$ cat config.mk
export PLATFORM = sky130hd
export DESIGN_NAME = vote_frame_assembler_flat
export DESIGN_NICKNAME = d
export VERILOG_FILES = /design/src/rtl/vote_frame_assembler_if.sv /design/src/rtl/vote_frame_assembler.sv /design/src/flat_wrapper.sv
export SDC_FILE = /design/constraint.sdc
export NUM_CORES = 1
export LEC_CHECK = 0
export ABC_CLOCK_PERIOD_IN_PS = 2400
export BUFFER_PORTS_ARGS = -buffer_cell sky130_fd_sc_hd__buf_2
export CORE_MARGIN = 2
export CORE_UTILIZATION = 57
export CTS_CLUSTER_SIZE = 12
export DETAILED_ROUTE_END_ITERATION = 12
export PLACE_DENSITY = 0.86
export SLEW_MARGIN = 20
export SYNTH_ARGS = -nofsm -noshare
export SYNTH_HDL_FRONTEND = slang
export SYNTH_SLANG_ARGS = --single-unit
$ cat constraint.sdc
create_clock -name clk -period 2.4 [get_ports clk]
set_clock_uncertainty 0.1 [all_clocks]
set_input_delay 0.6 -clock clk [delete_from_list [all_inputs] [get_ports clk]]
set_output_delay 0.6 -clock clk [all_outputs]
set_load 0.01 [all_outputs]
$ cat src/rtl/vote_frame_assembler_if.sv
// Vote stream in / assembled frame out bundle for vote_frame_assembler.
// VOTE_MAJ_CHECK_EN adds the out_maj golden-majority signal.
interface vote_frame_assembler_if #(
  parameter int unsigned N  = 17,
  parameter int unsigned CW = $clog2(N + 1)
);
  logic          in_valid;
  logic          in_ready;
  logic          in_bit;
  logic          in_last;
  logic          out_valid;
  logic          out_ready;
  logic [N-1:0]  out_x;
  logic [CW-1:0] out_count;
  logic          frame_err;
`ifdef VOTE_MAJ_CHECK_EN
  logic          out_maj;

  modport slave (
    input  in_valid, in_bit, in_last, out_ready,
    output in_ready, out_valid, out_x, out_count, frame_err, out_maj
  );
  modport master (
    output in_valid, in_bit, in_last, out_ready,
    input  in_ready, out_valid, out_x, out_count, frame_err, out_maj
  );
`else
  modport slave (
    input  in_valid, in_bit, in_last, out_ready,
    output in_ready, out_valid, out_x, out_count, frame_err
  );
  modport master (
    output in_valid, in_bit, in_last, out_ready,
    input  in_ready, out_valid, out_x, out_count, frame_err
  );
`endif
endinterface

$ cat src/rtl/vote_frame_assembler.sv
// Serial vote collector feeding the N-input majority gate: accepts one vote
// bit per beat, assembles an N-bit vector plus popcount and holds it until
// the consumer takes it. Optional macro VOTE_MAJ_CHECK_EN adds out_maj.
module vote_frame_assembler #(
  parameter int unsigned N  = 17,
  parameter int unsigned CW = $clog2(N + 1)
) (
  input  logic                 clk,
  input  logic                 rst,
  vote_frame_assembler_if.slave bus
);

  localparam int unsigned IW = $clog2(N);
`ifdef VOTE_MAJ_CHECK_EN
  localparam int unsigned THRESH = (N + 1) / 2;
`endif

  typedef enum logic {
    COLLECT = 1'b0,
    FULL    = 1'b1
  } state_e;

  state_e        state_q, state_d;
  logic [IW-1:0] idx_q, idx_d;
  logic [N-1:0]  vec_q, vec_d;
  logic [CW-1:0] cnt_q, cnt_d;
  logic          out_valid_q, out_valid_d;
  logic [N-1:0]  out_x_q, out_x_d;
  logic [CW-1:0] out_count_q, out_count_d;
  logic          frame_err_q, frame_err_d;
`ifdef VOTE_MAJ_CHECK_EN
  logic          out_maj_q, out_maj_d;
`endif

  logic          in_ready_c;
  logic          accept_c;
  logic [N-1:0]  vec_nxt_c;
  logic [CW-1:0] cnt_nxt_c;

  // Next-state: accept votes, complete/retire frames, flag framing errors.
  always_comb begin
    state_d     = state_q;
    idx_d       = idx_q;
    vec_d       = vec_q;
    cnt_d       = cnt_q;
    out_valid_d = out_valid_q;
    out_x_d     = out_x_q;
    out_count_d = out_count_q;
    frame_err_d = 1'b0;
`ifdef VOTE_MAJ_CHECK_EN
    out_maj_d   = out_maj_q;
`endif

    // While a frame is held, votes flow only when the consumer retires it.
    in_ready_c = ~rst & ((state_q == COLLECT) | bus.out_ready);
    accept_c   = bus.in_valid & in_ready_c;

    vec_nxt_c          = vec_q;
    vec_nxt_c[idx_q]   = bus.in_bit;
    cnt_nxt_c          = cnt_q + CW'(bus.in_bit);

    if ((state_q == FULL) && bus.out_ready) begin
      state_d     = COLLECT;
      out_valid_d = 1'b0;
    end

    if (accept_c) begin
      if (idx_q == IW'(N - 1)) begin
        state_d     = FULL;
        out_valid_d = 1'b1;
        out_x_d     = vec_nxt_c;
        out_count_d = cnt_nxt_c;
        frame_err_d = ~bus.in_last;
`ifdef VOTE_MAJ_CHECK_EN
        out_maj_d   = (cnt_nxt_c >= CW'(THRESH));
`endif
        idx_d       = '0;
        vec_d       = '0;
        cnt_d       = '0;
      end else if (bus.in_last) begin
        // Early last: drop the partial frame.
        frame_err_d = 1'b1;
        idx_d       = '0;
        vec_d       = '0;
        cnt_d       = '0;
      end else begin
        idx_d       = idx_q + IW'(1);
        vec_d       = vec_nxt_c;
        cnt_d       = cnt_nxt_c;
      end
    end
  end

  // State and output registers with synchronous reset.
  always_ff @(posedge clk) begin
    if (rst) begin
      state_q     <= COLLECT;
      idx_q       <= '0;
      vec_q       <= '0;
      cnt_q       <= '0;
      out_valid_q <= 1'b0;
      out_x_q     <= '0;
      out_count_q <= '0;
      frame_err_q <= 1'b0;
`ifdef VOTE_MAJ_CHECK_EN
      out_maj_q   <= 1'b0;
`endif
    end else begin
      state_q     <= state_d;
      idx_q       <= idx_d;
      vec_q       <= vec_d;
      cnt_q       <= cnt_d;
      out_valid_q <= out_valid_d;
      out_x_q     <= out_x_d;
      out_count_q <= out_count_d;
      frame_err_q <= frame_err_d;
`ifdef VOTE_MAJ_CHECK_EN
      out_maj_q   <= out_maj_d;
`endif
    end
  end

  assign bus.in_ready  = in_ready_c;
  assign bus.out_valid = out_valid_q;
  assign bus.out_x     = out_x_q;
  assign bus.out_count = out_count_q;
  assign bus.frame_err = frame_err_q;
`ifdef VOTE_MAJ_CHECK_EN
  assign bus.out_maj   = out_maj_q;
`endif

endmodule

$ cat src/flat_wrapper.sv
// flat-port wrapper written by rule: the top's interface ports become plain ports
module vote_frame_assembler_flat 
#(
  parameter int unsigned N  = 17,
  parameter int unsigned CW = $clog2(N + 1)
)
  (clk, rst, bus_in_valid, bus_in_bit, bus_in_last, bus_out_ready, bus_in_ready, bus_out_valid, bus_out_x, bus_out_count, bus_frame_err);
  vote_frame_assembler_if #(.N(N), .CW(CW)) bus_i ();
  input  logic clk;
  input  logic rst;
  input wire logic [$bits(bus_i.in_valid)-1:0] bus_in_valid;
  input wire logic [$bits(bus_i.in_bit)-1:0] bus_in_bit;
  input wire logic [$bits(bus_i.in_last)-1:0] bus_in_last;
  input wire logic [$bits(bus_i.out_ready)-1:0] bus_out_ready;
  output wire logic [$bits(bus_i.in_ready)-1:0] bus_in_ready;
  output wire logic [$bits(bus_i.out_valid)-1:0] bus_out_valid;
  output wire logic [$bits(bus_i.out_x)-1:0] bus_out_x;
  output wire logic [$bits(bus_i.out_count)-1:0] bus_out_count;
  output wire logic [$bits(bus_i.frame_err)-1:0] bus_frame_err;
  assign bus_i.in_valid = bus_in_valid;
  assign bus_i.in_bit = bus_in_bit;
  assign bus_i.in_last = bus_in_last;
  assign bus_i.out_ready = bus_out_ready;
  assign bus_in_ready = bus_i.in_ready;
  assign bus_out_valid = bus_i.out_valid;
  assign bus_out_x = bus_i.out_x;
  assign bus_out_count = bus_i.out_count;
  assign bus_frame_err = bus_i.frame_err;
  vote_frame_assembler #(.N(N), .CW(CW)) u_core (.clk(clk), .rst(rst), .bus(bus_i));
endmodule
# Word-level counts from Yosys, hierarchy flattened
# Index checks and enable logic that the tools add are counted.
# Widths: inputs -> output; s select.
[totals]
in_bits = 6
ff_bits = 52
out_inout_bits = 25
elab_cells = 41
[op_classes]
addsub = 2
n_eq_ne = 1
muxes = 17
reduce_logical = 4
n_bitwise = 7
magnitude_cmp = 2
[ops]
columns = ["operator", "n"]
rows = [
  ["$mux 17", 2],
  ["$mux 5", 4],
  ["$bwmux 17", 1],
  ["$mux 1", 9],
  ["$lt 5x6->1 const B", 1],
  ["$add 5x1->5", 1],
  ["$add 5x1->5 const B", 1],
  ["$demux 1 s5", 1],
  ["$eq 5x5->1 const B", 1],
  ["$ge 5x1->1 const B", 1],
  ["$not 1->1", 4],
  ["$and 1x1->1", 2],
  ["$logic_and 1x1->1", 2],
  ["$reduce_and 2->1", 1],
  ["$reduce_or 2->1", 1],
  ["$or 1x1->1", 1],
]

# Depth between registers and ports, before layout
[logic_depth]
depth_word = 7
mapped_depth = 9
depth_no_buf = 6

# Worst setup path before layout
# Ideal clock, no wire load.
[synth_timing]
path_type = "in2out"
start = "in rst"
end = "out bus_in_ready"
t_arrival_ns = 1.177
path_buffers = 2
path_stages = 3
slack_ns = 0.523
required_ns = 1.700
path_cell_list = "buf_2 -> buf_1 -> nor2_1"
[synth_between]
elab_chain_len = 2
[synth_lines]
columns = ["item", "line", "source"]
rows = [
  ["start: declaration", "flat_wrapper.sv:10", "input logic rst;"],
  ["$not 1->1", "vote_frame_assembler.sv:55", "in_ready_c = ~rst & ((state_q == COLLECT) | bus.out_ready);"],
  ["$and 1x1->1", "vote_frame_assembler.sv:55", ""],
  ["end: declaration", "flat_wrapper.sv:15", "output wire logic [$bits(bus_i.in_ready)-1:0] bus_in_ready;"],
]
# No other way between the ends.

# Worst setup path in the final report
[layout_timing]
start = "reg u_core.idx_q[0]"
end = "reg u_core.out_x_q[3] (netlist: u_core.bus.out_x[3])"
[layout_between]
elab_chain_len = 5
elab_cells_between_ends = 8
cone_classes = "order compare (2); eq/ne (1); mux (3); reduce/logical (2)"
[layout_lines]
columns = ["item", "line", "source"]
rows = [
  ["start: declaration", "vote_frame_assembler.sv:24", "logic [IW-1:0] idx_q, idx_d;"],
  ["start signal: assignment", "vote_frame_assembler.sv:110", "idx_q <= idx_d;"],
  ["$lt 5x6->1 (not written as such) / $ge 5x1->1 (equally long branches)", "vote_frame_assembler.sv:59", "vec_nxt_c[idx_q] = bus.in_bit;"],
  ["$logic_and 1x1->1 (not written as such)", "vote_frame_assembler.sv:59", ""],
  ["$mux 1 (not written as such)", "vote_frame_assembler.sv:59", ""],
  ["$demux 1 s5", "--", ""],
  ["$bwmux 17", "vote_frame_assembler.sv:59", ""],
  ["end signal: assignment", "vote_frame_assembler.sv:114", "out_x_q <= out_x_d;"],
  ["end: declaration", "vote_frame_assembler.sv:28", "logic [N-1:0] out_x_q, out_x_d;"],
]
# Parallel ways exist; a longest one is shown, timed or not.
# A chain may end at the register's enable or synchronous reset.

==> metrics.txt <==
Psw 0.340 mW; via count 1909; CP endpoint u_core.bus.out_x[3]; first-pass GRT wire length 8.24 mm; most common cell after layout, fill and taps aside dfxtp_1; # rows 23; Netlist cell types 29; Post-CTS Setup Bufs 0; initial antenna violation count 0; commonest non-fill, non-tap cells in the layout 52 x dfxtp_1, 30 x nand2_1, 30 x buf_2, 25 x nor2_1, 24 x o21ai_0; # H-tree levels 2; clk buf depth 2; Logic pwr share 5.6%; sequential share of power 59.1%; wirelength, routed 4.82 mm; Leak 1.01 nW; Synth top area share 43.4%; placer congestion estimate 0.862; Yosys top cell by area dfxtp_1; clk sinks 52; CTS tree yes; CP startpoint u_core.idx_q[0]; Sw Share 23.2%; Finished Layout Cells 337; required time of the critical path 2530 ps; Reg2Reg Launch Point u_core.idx_q[0]; number of synthesis warnings 0; Worst Path Arrival 2290 ps; Seq/Total Area, Yosys 43.4%; Cells after Synth 258; vias in the first global route 1767; endpoints failing setup 0; internal power 1.13 mW; # resized after CTS 0; worst reg2reg path depth 7; Die Y 68.9 um; Register Area 1040 um^2; Die Width 68.9 um; Reg clk slew, reported paths 90 ps; count of input and output buffers 30; Pwr Density 543 nW/um^2; CTS Buf Count 5; post-synthesis instance area 2400 um^2; core box area 4030 um^2; minimum clock period 2150 ps; Clk pwr share 35.3%; Core Util, Final 67.1%; startpoint types flip-flop; max-slew violation count 0; iteration count of the initial detailed-routing pass 4; FF-to-FF setup slack 250 ps; unrepaired setup endpoints after global routing no; element type at the critical path end flip-flop; Yosys reg bits 52; max_slew headroom 63.4%; n_diodes 0; post-route setup slack 247 ps; clk_lat worst skew 310 ps; initial core utilization 59.6%; Overflow after GRT 0; residual DRC count 0; die area 4750 um^2; largest net degree at the start of global routing 23; gr usage total 23.4%; Net Count, Synth 271; footprint of the multi-input gates 1250 um^2; Area Overhead vs Synth 12.7%; share of cells above drive strength 1 24.4%; status completed; Post-DRT Antenna Nets 0; IO Pins 31; drt wl/cell 14.3 um; Placed Cells incl. Taps 329; worst-margin pin slew 546 ps; CTS hold repair buffers 0; period utilization 89.7%; Hold Path Class reg2reg; DP Area 2610 um^2; setup TNS 0 ps; Fin. Hold Viols 0; design area 2710 um^2; Peak VDD IR 0.574 mV; dpl ws 286 ps; syn_area_per_cell 9.31 um^2; clock root buffer clkbuf_8; crit path kind reg2reg; Vias/cell 5.66; FILL cells 329; crit path max fanout 22; Synth area leaders dfxtp_1 43%, a211oi_2 9.9%, mux2i_1 7.5%, o21ai_0 5.0%, nand2_1 4.7%; Nets 299; Max Freq 0.464 GHz; max-cap violations 0; R2R Path End u_core.bus.out_x[3]; initial DRC count 171; Post-DP HPWL 3.26 mm
## cell families (layout without fill, tap and decap cells)
kind of cell    after synthesis  count (layout)  share of synthesized area [%]
compound gates               56              56                           17.9
xor+xnor                      4               4                           1.46
fa+ha+maj                     7               7                           3.65
buf+inv                      24              53                           4.48
flops                        52              52                           43.4
mux                          18              18                           7.50
simple gates                 97              97                           21.6
## worst max-delay path, stage by stage (launching register included)
cell and delay, ps:
dfxtp_1 370, inv_1 130, ha_1 200, nor4bb_1 450
and3_1 260, buf_4 290, nor2_1 90, a211oi_2 190
## cells in the mapped netlist
master	n
mux2i_1	18
buf_2	5
xor2_1	3
nor2_1	25
nand3_1	10
o22ai_1	1
nor3_1	3
clkbuf_1	13
a21oi_1	9
a21oi_2	1
or3_1	1
nor2b_1	2
xnor2_1	1
a211oi_2	19
inv_1	2
nor4b_1	4
and3_1	2
nand2b_1	3
dfxtp_1	52
buf_1	1
nand2_1	30
nand4_1	1
ha_1	7
nor4bb_1	9
nand4bb_1	2
o21ai_0	24
a31oi_1	2
nand4b_1	5
buf_4	3
## layout make-up
class / count / area share (%)
Inverter: 2 / 0.278
Multi-Input combinational cell: 182 / 46.3
Timing Repair Buffer: 43 / 9.16
Tap cell: 50 / 2.31
Clock inverter: 1 / 0.278
Sequential cell: 52 / 38.5
Clock buffer: 7 / 3.19
## power by group through the flow
stage          registers (mW)  clock network, mW  logic (mW)
6_report                0.869              0.519      0.0816
5_1_grt                 0.870              0.566      0.0907
4_1_cts                 0.869              0.527      0.0817
3_5_place_dp            0.889                  0      0.0801
3_3_place_gp            0.889                  0      0.0784
2_1_floorplan           0.889                  0      0.0510
## sequential cells by signal, summed over array words and instances, names as in the netlist
register              count
u_core.state_q            1
u_core.vec_q             17
u_core.bus.frame_err      1
u_core.cnt_q              5
u_core.bus.out_x         17
u_core.bus.out_count      5
u_core.bus.out_valid      1
u_core.idx_q              5
## metal layers
| metal | global-route usage (%) | part of all wire, % | vias up |
|---|---|---|---|
| met5 | 0 | 0 | - |
| met4 | 10.0 | 2.0 | 0 |
| met3 | 6.17 | 5.0 | 10 |
| met2 | 37.1 | 47 | 43 |
| met1 | 30.1 | 46 | 883 |
| li1 | - | - | 973 |
## stage by stage
stage	hold slack, ps	total power [mW]
5_1_grt	391	1.53
4_1_cts	358	1.48
2_1_floorplan	324	0.940
6_report	355	1.47
3_3_place_gp	332	0.967
3_5_place_dp	343	0.969
## worst min-delay path by stage
| stage | startpoint | cells past startpoint | slack [ps] | to |
|---|---|---|---|---|
| after floorplan | u_core.vec_q[0] | 2 | 320 | u_core.vec_q[0] |
| after global placement | u_core.vec_q[0] | 2 | 330 | u_core.vec_q[0] |
| after detailed placement | u_core.vec_q[4] | 2 | 340 | u_core.vec_q[4] |
| after CTS | u_core.bus.out_count[1] | 2 | 360 | u_core.bus.out_count[1] |
| after global routing | u_core.bus.out_valid | 2 | 390 | u_core.bus.out_valid |
| final | u_core.bus.out_count[1] | 2 | 360 | u_core.bus.out_count[1] |
No activity file was read; power rests on OpenSTA's default activity.
